==> src/rtl/forth_defs.sv <==
// Shared definitions for the Forth core and its boot loader: default widths
// and the loader state encoding.
package forth_defs;

  localparam int INSTR_WIDTH = 16;
  localparam int IADDR_WIDTH = 10;

  typedef enum logic [2:0] {
    ST_HALT = 3'd0,
    ST_LEN  = 3'd1,
    ST_DATA = 3'd2,
    ST_CSUM = 3'd3,
    ST_RUN  = 3'd4,
    ST_ERR  = 3'd5
  } loader_state_e;

endpackage

==> src/rtl/forth_loader.sv <==
// Boot loader: holds the core in reset, streams a length-prefixed image into
// instruction RAM and releases the core only when the XOR checksum matches.
module forth_loader
  import forth_defs::*;
#(
  parameter int iaddr_width = IADDR_WIDTH,
  parameter int instr_width = INSTR_WIDTH,
  parameter int BOOT_RUN    = 0
) (
  input  logic                   clk,
  input  logic                   reset,
  input  logic                   load_start,
  input  logic                   in_valid,
  input  logic [instr_width-1:0] in_data,
  output logic                   in_ready,
  output logic [iaddr_width-1:0] imem_addr,
  output logic [instr_width-1:0] imem_wdata,
  output logic                   imem_we,
  output logic                   cpu_reset,
  output logic                   busy,
  output logic                   done,
  output logic                   error
);

  localparam loader_state_e RESET_STATE = (BOOT_RUN != 0) ? ST_RUN : ST_HALT;
  localparam logic [31:0]   MAX_LEN     = 32'd1 << iaddr_width;

  loader_state_e          state_r;
  loader_state_e          state_n_s;
  logic [iaddr_width:0]   addr_r;
  logic [iaddr_width:0]   rem_r;
  logic [instr_width-1:0] csum_r;
  logic                   accept_s;
  logic                   len_big_s;
  logic                   len_zero_s;
  logic                   data_wr_s;
  logic                   done_s;
  logic                   busy_n_s;

  assign accept_s   = in_valid & in_ready;
  assign len_big_s  = 32'(in_data) > MAX_LEN;
  assign len_zero_s = (in_data == {instr_width{1'b0}});

  // Next-state decode; load_start outranks any simultaneous word accept.
  always_comb begin
    state_n_s = state_r;
    data_wr_s = 1'b0;
    done_s    = 1'b0;
    case (state_r)
      ST_HALT, ST_RUN, ST_ERR: begin
        if (load_start) begin
          state_n_s = ST_LEN;
        end else begin
          state_n_s = state_r;
        end
      end
      ST_LEN: begin
        if (load_start) begin
          state_n_s = ST_LEN;
        end else if (accept_s) begin
          if (len_big_s) begin
            state_n_s = ST_ERR;
          end else if (len_zero_s) begin
            state_n_s = ST_CSUM;
          end else begin
            state_n_s = ST_DATA;
          end
        end else begin
          state_n_s = ST_LEN;
        end
      end
      ST_DATA: begin
        if (load_start) begin
          state_n_s = ST_LEN;
        end else if (accept_s) begin
          // addr MSB set would mean a wrap; the length check makes it unreachable
          data_wr_s = ~addr_r[iaddr_width];
          if (rem_r == {{iaddr_width{1'b0}}, 1'b1}) begin
            state_n_s = ST_CSUM;
          end else begin
            state_n_s = ST_DATA;
          end
        end else begin
          state_n_s = ST_DATA;
        end
      end
      ST_CSUM: begin
        if (load_start) begin
          state_n_s = ST_LEN;
        end else if (accept_s) begin
          if (in_data == csum_r) begin
            state_n_s = ST_RUN;
            done_s    = 1'b1;
          end else begin
            state_n_s = ST_ERR;
          end
        end else begin
          state_n_s = ST_CSUM;
        end
      end
      default: begin
        state_n_s = ST_HALT;
      end
    endcase
  end

  assign busy_n_s = (state_n_s == ST_LEN) || (state_n_s == ST_DATA) ||
                    (state_n_s == ST_CSUM);

  // State register.
  always_ff @(posedge clk or posedge reset) begin
    if (reset) begin
      state_r <= RESET_STATE;
    end else begin
      state_r <= state_n_s;
    end
  end

  // Address, remaining-word and checksum counters.
  always_ff @(posedge clk or posedge reset) begin
    if (reset) begin
      addr_r <= '0;
      rem_r  <= '0;
      csum_r <= '0;
    end else if (load_start) begin
      addr_r <= '0;
      rem_r  <= '0;
      csum_r <= '0;
    end else if ((state_r == ST_LEN) && accept_s) begin
      addr_r <= '0;
      rem_r  <= (iaddr_width+1)'(in_data);
      csum_r <= '0;
    end else if (data_wr_s) begin
      addr_r <= addr_r + {{iaddr_width{1'b0}}, 1'b1};
      rem_r  <= rem_r - {{iaddr_width{1'b0}}, 1'b1};
      csum_r <= csum_r ^ in_data;
    end
  end

  // Registered outputs, derived from the state being entered.
  always_ff @(posedge clk or posedge reset) begin
    if (reset) begin
      in_ready   <= 1'b0;
      busy       <= 1'b0;
      cpu_reset  <= 1'b1;
      error      <= 1'b0;
      done       <= 1'b0;
      imem_we    <= 1'b0;
      imem_addr  <= '0;
      imem_wdata <= '0;
    end else begin
      in_ready  <= busy_n_s;
      busy      <= busy_n_s;
      cpu_reset <= (state_n_s != ST_RUN);
      error     <= (state_n_s == ST_ERR);
      done      <= done_s;
      imem_we   <= data_wr_s;
      if (data_wr_s) begin
        imem_addr  <= addr_r[iaddr_width-1:0];
        imem_wdata <= in_data;
      end
    end
  end

endmodule

==> config.mk <==
export PLATFORM = sky130hd
export DESIGN_NAME = forth_loader
export DESIGN_NICKNAME = d
export VERILOG_FILES = /design/src/rtl/forth_defs.sv /design/src/rtl/forth_loader.sv
export SDC_FILE = /design/constraint.sdc
export NUM_CORES = 1
export LEC_CHECK = 0
export BUFFER_PORTS_ARGS = -buffer_cell sky130_fd_sc_hd__clkbuf_2
export CELL_PAD_IN_SITES_DETAIL_PLACEMENT = 0
export CELL_PAD_IN_SITES_GLOBAL_PLACEMENT = 2
export CORE_MARGIN = 2
export CORE_UTILIZATION = 35
export CTS_CLUSTER_DIAMETER = 30
export CTS_CLUSTER_SIZE = 28
export DETAILED_ROUTE_END_ITERATION = 8
export HOLD_SLACK_MARGIN = 0.05
export PLACE_DENSITY = 0.84
export SYNTH_ARGS = -nofsm -noshare
export SYNTH_HDL_FRONTEND = slang
export SYNTH_SLANG_ARGS = --single-unit
==> constraint.sdc <==
create_clock -name clk -period 2.55 [get_ports clk]
set_input_delay 0.3825 -clock clk [delete_from_list [all_inputs] [get_ports clk]]
set_output_delay 0.3825 -clock clk [all_outputs]
set_load 0.1 [all_outputs]
==> impl_metrics.csv, run 1 <==
group,metric,value,unit
detailed_routing,drtIter0Drc,167,
power,total_power,2.97,mW
timing,max-slew-margin-rel,0.595,
floorplan,die_w,103,um
placed_design,gp_congestion,0.787,
clocking,post_cts_buffers,0,
timing,holdWs,0.0779,ns
power,p_per_area,737,nW/um^2
critical_path,r2r-start,"rem_r[3]",
timing,rsz0062_at_grt,"no",
critical_path,rr_worst_depth,6,
yosys,yosysWarnings,0,
grt,grt_max_degree,47,
clocking,cts_resized,0,
finish,layout-drive-gt1-share,0.211,
floorplan,core_area,9640,um^2
critical_path,arrival,2.28,ns
finish,antenna_cells,0,
grt,grt_pass1_wl,13500,um
yosys,synth_top_cell_area_share,0.520,
critical_path,r2r-end,"rem_r[10]",
job,max_cap_violations,0,
yosys,yosysMostFrequentCell,"nand2_1",
clocking,cts_tree,"yes",
clocking,clk_latency,0.35,ns
clocking,cts_sinks,72,
clocking,postCtsHoldBufs,0,
critical_path,cp_slowest_stage_delay,0.46,ns
clocking,cts_buffers,9,
timing,setup_viol,0,
grt,antenna_found_initial,0,
outcome,status,"finished clean",
grt,overflow,0,
clocking,ctsLongestPathBuffers,2,
timing,maxSlewViolCount,0,
placed_design,dpl.hpwl,5680,um
critical_path,crit_path_end_kind,"flip-flop",
detailed_routing,wire_per_inst,14.5,um
timing,fin_crit_sh,0.788,
grt,grt_pass1_vias,2693,
power,p_sw,0.978,mW
finish,area_growth,18.0,%
floorplan,die-area,10600,um^2
power,vdd_drop_max,0.269,mV
detailed_routing,first_pass_iters,4,
power,swShare,0.329,
finish,finalInstanceArea,4030,um^2
placed_design,place_ws,0.516,ns
yosys,synth_cell_type_count,44,
yosys,synth_fp_nets,389,
clocking,cts_root_buffer,"clkbuf_8",
finish,nets,440,
timing,fin_crit,2.01,ns
yosys,async_reset_ff_frac,1.00,
floorplan,fp.dieH,103,um
critical_path,reg2reg_setup_slack,0.54,ns
yosys,netlist_instances,366,
critical_path,cpMaxStageDelayCell,"or4_4",
yosys,yosysSeqAreaShare,0.528,
critical_path,cp-start-kind,"flip-flop",
timing,tns,0,ns
detailed_routing,drt-total-wl,8050,um
critical_path,cp_max_fo,4,
timing,setup_slack,0.541,ns
floorplan,rows,36,
yosys,yosysTopAreaCell,"dfrtp_1",
detailed_routing,vias,2682,
yosys,synthTopCellsByArea,"dfrtp_1, nand2_1, o21ai_0, xor2_1, xnor2_1",
critical_path,cp_data_required_time,2.82,ns
timing,fin_skew,0.00649,ns
power,p_clk_frac,0.345,
yosys,synth_edf_count,0,
detailed_routing,routed_via_density,4.83,
yosys,syn_area,3410,um^2
power,power_frac_seq,0.433,
yosys,ys_seq_elements,72,
power,internal_power,1.99,mW
detailed_routing,drc,0,
critical_path,crit_chain,"or3_4 > or4_4 > nor3_4 > nand3_2 > xor2_1 > a211oi_2",
clocking,htreeDepth,3,
critical_path,critPathKind,"reg -> reg",
yosys,avgSynthCellArea,9.33,um^2
yosys,synthTopCellsByCount,"nand2_1, dfrtp_1, o21ai_0, nor2_1, xor2_1",
power,p_comb_frac,0.222,
grt,grt_use_total,0.169,
placed_design,place_area,3800,um^2
placed_design,io_buffers,51,
power,leakagePower,1.95,nW
clocking,clk_pin_slew_worst_paths,0.07,ns
timing,fmax,498,MHz
timing,hold_viol,0,
floorplan,ios,52,
detailed_routing,ant_nets,0,
hold_path,hp-class,"in -> async",
floorplan,start_util,0.354,
timing,worst-slew-pin-transition,0.608,ns
yosys,synthFlopType,"dfrtp_1",
[flip-flops by register name, indices dropped and copies added (netlist names)]
signal	cells
addr_r	11
busy	1
cpu_reset	1
csum_r	16
done	1
error	1
imem_addr	10
imem_wdata	16
imem_we	1
rem_r	11
state_r	3
[power groups by stage]
| stage | Combinational [mW] | Sequential, mW | Clock, mW |
|---|---|---|---|
| detailed placement | 0.662 | 1.31 | 0 |
| finish | 0.660 | 1.28 | 1.02 |
| global placement | 0.663 | 1.30 | 0 |
| floorplan | 0.414 | 1.42 | 0 |
| CTS | 0.666 | 1.29 | 1.06 |
| global route | 0.727 | 1.30 | 1.11 |
[layout by cell type, fill, tap and decap left out, drive strengths merged, types with 3 or more instances in the layout]
cell,count
a211oi,10
a21oi,4
and3,3
buf,6
clkbuf,61
dfrtp,71
ha,3
inv,7
nand2,103
nand2b,5
nand3,5
nand4,5
nor2,29
nor3,7
nor4,7
o21ai,35
or3,5
xnor2,17
xor2,18
[cells by family after synthesis]
| kind of cell | Yosys count | synth area share |
|---|---|---|
| AND/OR/NAND/NOR | 177 | 0.242 |
| AO/OA/AOI/OAI | 55 | 0.0953 |
| flip-flops | 72 | 0.528 |
| buffers and inverters | 24 | 0.0337 |
| XOR/XNOR | 35 | 0.0898 |
| adder cells (fa/ha/maj) | 3 | 0.0110 |
[worst max-delay path by stage]
stage               startpoint    endpoint  slack (ns)  depth (start not counted)
finish                rem_r[3]   rem_r[10]        0.54                          6
global route        state_r[2]  csum_r[15]        0.28                          8
CTS                 state_r[2]  csum_r[12]        0.52                          8
detailed placement    in_valid  csum_r[12]        0.52                          9
global placement    in_data[0]        busy        0.53                          7
floorplan                 busy    rem_r[1]        0.13                         10
[worst max-delay path, delay by kind of cell, from the launching register on]
family / cells / cell delay [ns]
simple gates: 4 / 1.17
flops: 1 / 0.41
compound gates: 1 / 0.20
xor+xnor: 1 / 0.15
[area by class of cell]
cell class,instances,area (um^2)
Clock buffer,10,138
Clock inverter,6,92.6
Fill cell,964,5610
Inverter,7,31.3
Multi-Input combinational cell,270,1500
Sequential cell,72,1800
Tap cell,133,166
Timing Repair Buffer,57,300
[metal layers]
metal  share of wire  vias up  global-route usage
li1                -     1324                   -
met1            0.48     1309               0.224
met2            0.47       42               0.268
met3           0.044        7              0.0461
met4           0.011        0              0.0577
met5               0        -                   0
[through the flow]
stage	util	instances
6_report	0.418	555
5_1_grt	0.418	555
4_1_cts	0.418	555
3_5_place_dp	0.394	539
3_3_place_gp	0.394	539
2_1_floorplan	-	366
(Power assumes the default switching activity.)
==> inputs of run 2 (changes only) <==
CORE_UTILIZATION = 31   (was 35)
PLACE_DENSITY = 0.79   (was 0.84)
clock period = 1.65 ns   (was 2.55 ns; I/O delays follow)
==> run 2 against run 1 <==
- the run now ends with setup timing left
- combinational power increased to 2.6 times the previous value
- first-iteration DRC count is 63% lower
- die area up 12%
- clock power up 55%
- cell count increased by 12%
- sequential share of layout area shrank 8.7 points
- worst hold slack gained 0.11 ns
- worst setup slack got worse by 0.87 ns
- register-to-register slack got worse by 0.87 ns
- flip-flop and latch count unchanged
- fmax grew 1.7%
==> impl_metrics.csv, run 2 (synthesized netlist as in run 1, its figures left out) <==
group,metric,value,unit
critical_path,critPathKind,"reg -> reg",
timing,worst-slew-pin-transition,0.545,ns
timing,fin_skew,0.00822,ns
clocking,ctsLongestPathBuffers,2,
detailed_routing,ant_nets,0,
detailed_routing,vias,2954,
critical_path,arrival,2.25,ns
timing,setup_viol,40,
finish,layout-drive-gt1-share,0.443,
clocking,cts_sinks,72,
timing,fmax,506,MHz
outcome,failed_checks,"setup timing",
clocking,clk_latency,0.35,ns
floorplan,fp.dieH,109,um
floorplan,ios,52,
detailed_routing,first_pass_iters,4,
placed_design,place_ws,-0.287,ns
placed_design,gp_congestion,0.833,
timing,max-slew-margin-rel,0.639,
clocking,cts_buffers,9,
timing,maxSlewViolCount,0,
critical_path,r2r-start,"rem_r[3]",
grt,grt_max_degree,73,
floorplan,rows,38,
timing,fin_crit_sh,1.20,
finish,finalInstanceArea,5010,um^2
critical_path,rr_worst_depth,7,
placed_design,place_area,4190,um^2
critical_path,cp_top_family,"simple AND/OR/NAND/NOR gates",
critical_path,cp_data_required_time,1.92,ns
floorplan,die-area,11900,um^2
timing,fin_crit,1.98,ns
placed_design,io_buffers,51,
critical_path,crit_path_end_kind,"flip-flop",
clocking,htreeDepth,3,
detailed_routing,routed_via_density,4.76,
timing,rsz0062_at_grt,"yes",
detailed_routing,drtIter0Drc,62,
timing,setup_slack,-0.326,ns
floorplan,start_util,0.316,
hold_path,min_from,"in_data[12]",
detailed_routing,drc,0,
grt,grt_pass1_wl,15200,um
hold_path,hp-class,"in -> reg",
finish,area_growth,46.7,%
placed_design,dp.cells,588,
floorplan,core_area,10800,um^2
detailed_routing,wire_per_inst,15.2,um
job,max_cap_violations,0,
detailed_routing,drt-total-wl,9420,um
clocking,cts_tree,"yes",
critical_path,crit_buf_inv,2,
grt,grt_pass1_vias,2949,
timing,holdWs,0.192,ns
hold_path,hold_path_depth,3,
floorplan,die_w,109,um
finish,reg.largest.list,"csum_r x16, imem_wdata x16",
power,vdd_drop_max,0.557,mV
power,leakagePower,2.50,nW
grt,grt_use_total,0.169,
power,p_per_area,1050,nW/um^2
finish,mostFrequentLayoutCells,"nand2_1, dfrtp_1, clkbuf_2, buf_4, nor2_1",
critical_path,cpMaxStageDelayCell,"or4_4",
outcome,status,"finished with violations",
finish,fin_cells,621,
hold_path,hold_path_end,"imem_wdata[12]",
finish,antenna_cells,0,
critical_path,cp_max_fo,3,
placed_design,dpl.hpwl,5960,um
critical_path,r2r-end,"rem_r[8]",
timing,hold_viol,0,
critical_path,cp-start-kind,"flip-flop",
critical_path,cp_slowest_stage_delay,0.46,ns
critical_path,crit_chain,"or3_4 > or4_4 > buf_4 > buf_6 > nor2_4 > xnor2_2 > a211oi_2",
finish,final_common_cell,"nand2_1",
finish,nets,499,
clocking,cts_root_buffer,"clkbuf_8",
grt,antenna_found_initial,0,
grt,overflow,0,
clocking,clk_pin_slew_worst_paths,0.09,ns
finish,fillers,1029,
critical_path,reg2reg_setup_slack,-0.33,ns
[run 2: cell count changes in the layout (fill, tap and decap cells not counted), sizes merged]
cell	delta
buf	+57
clkinv	+1
dlygate4sd3	+1
[run 2: cell type report]
type	instances	area, um^2	area share
Tap cell	140	175	0.0350
Clock buffer	9	124	0.0247
Multi-Input combinational cell	270	1850	0.369
Sequential cell	72	1810	0.361
Inverter	7	35.0	0.00699
Clock inverter	7	95.1	0.0190
Timing Repair Buffer	116	923	0.184
[run 2: power breakdown]
part	switching, mW	internal, mW	total [mW]	leakage [nW]
logic	0.984	0.747	1.73	1.41
clock network	0.725	0.854	1.58	0.110
registers	0.0844	1.88	1.97	0.988
total	1.79	3.48	5.28	2.50
[run 2: how the worst max path moves through the flow]
| stage | start | to | slack [ns] | cells after the start |
|---|---|---|---|---|
| 3_5_place_dp | rem_r[3] | rem_r[10] | -0.29 | 6 |
| 4_1_cts | rem_r[3] | rem_r[10] | -0.30 | 6 |
| 3_3_place_gp | rem_r[3] | rem_r[10] | -0.23 | 6 |
| 6_report | rem_r[3] | rem_r[8] | -0.33 | 7 |
| 5_1_grt | rem_r[3] | rem_r[10] | -0.38 | 6 |
| 2_1_floorplan | busy | csum_r[0] | -0.40 | 11 |
[run 2: what timing repair did]
action	in CTS	in global routing
hold buffers	1	0
hold endpoints to repair	71	0
buffers inserted	8	7
pin swaps	25	37
setup endpoints to repair	54	67
gates resized for setup	78	63
cloned	2	1
[run 2: routing by layer]
layer,share of wire,wire (um),track usage
met5,0,0,0
met3,0.028,263,0.0383
met1,0.49,4580,0.232
met4,0.016,155,0.0678
met2,0.47,4420,0.259
[run 2: worst register-to-register path, delay by kind of cell (launching register included)]
kind | cells | cell delay, ns
AOI/OAI and AO/OA | 1 | 0.22
buffers and inverters | 2 | 0.27
xor gates and xnor gates | 1 | 0.08
DFF | 1 | 0.39
and+or+nand+nor | 3 | 0.94
[run 2: stage by stage]
step / utilization / power (mW) / TNS [ns]
CTS: 0.438 / 5.15 / -5.88
finish: 0.464 / 5.28 / -6.35
floorplan: - / 2.86 / -14.53
global placement: 0.388 / 3.35 / -5.69
global route: 0.464 / 5.50 / -10.44
detailed placement: 0.388 / 3.36 / -7.27
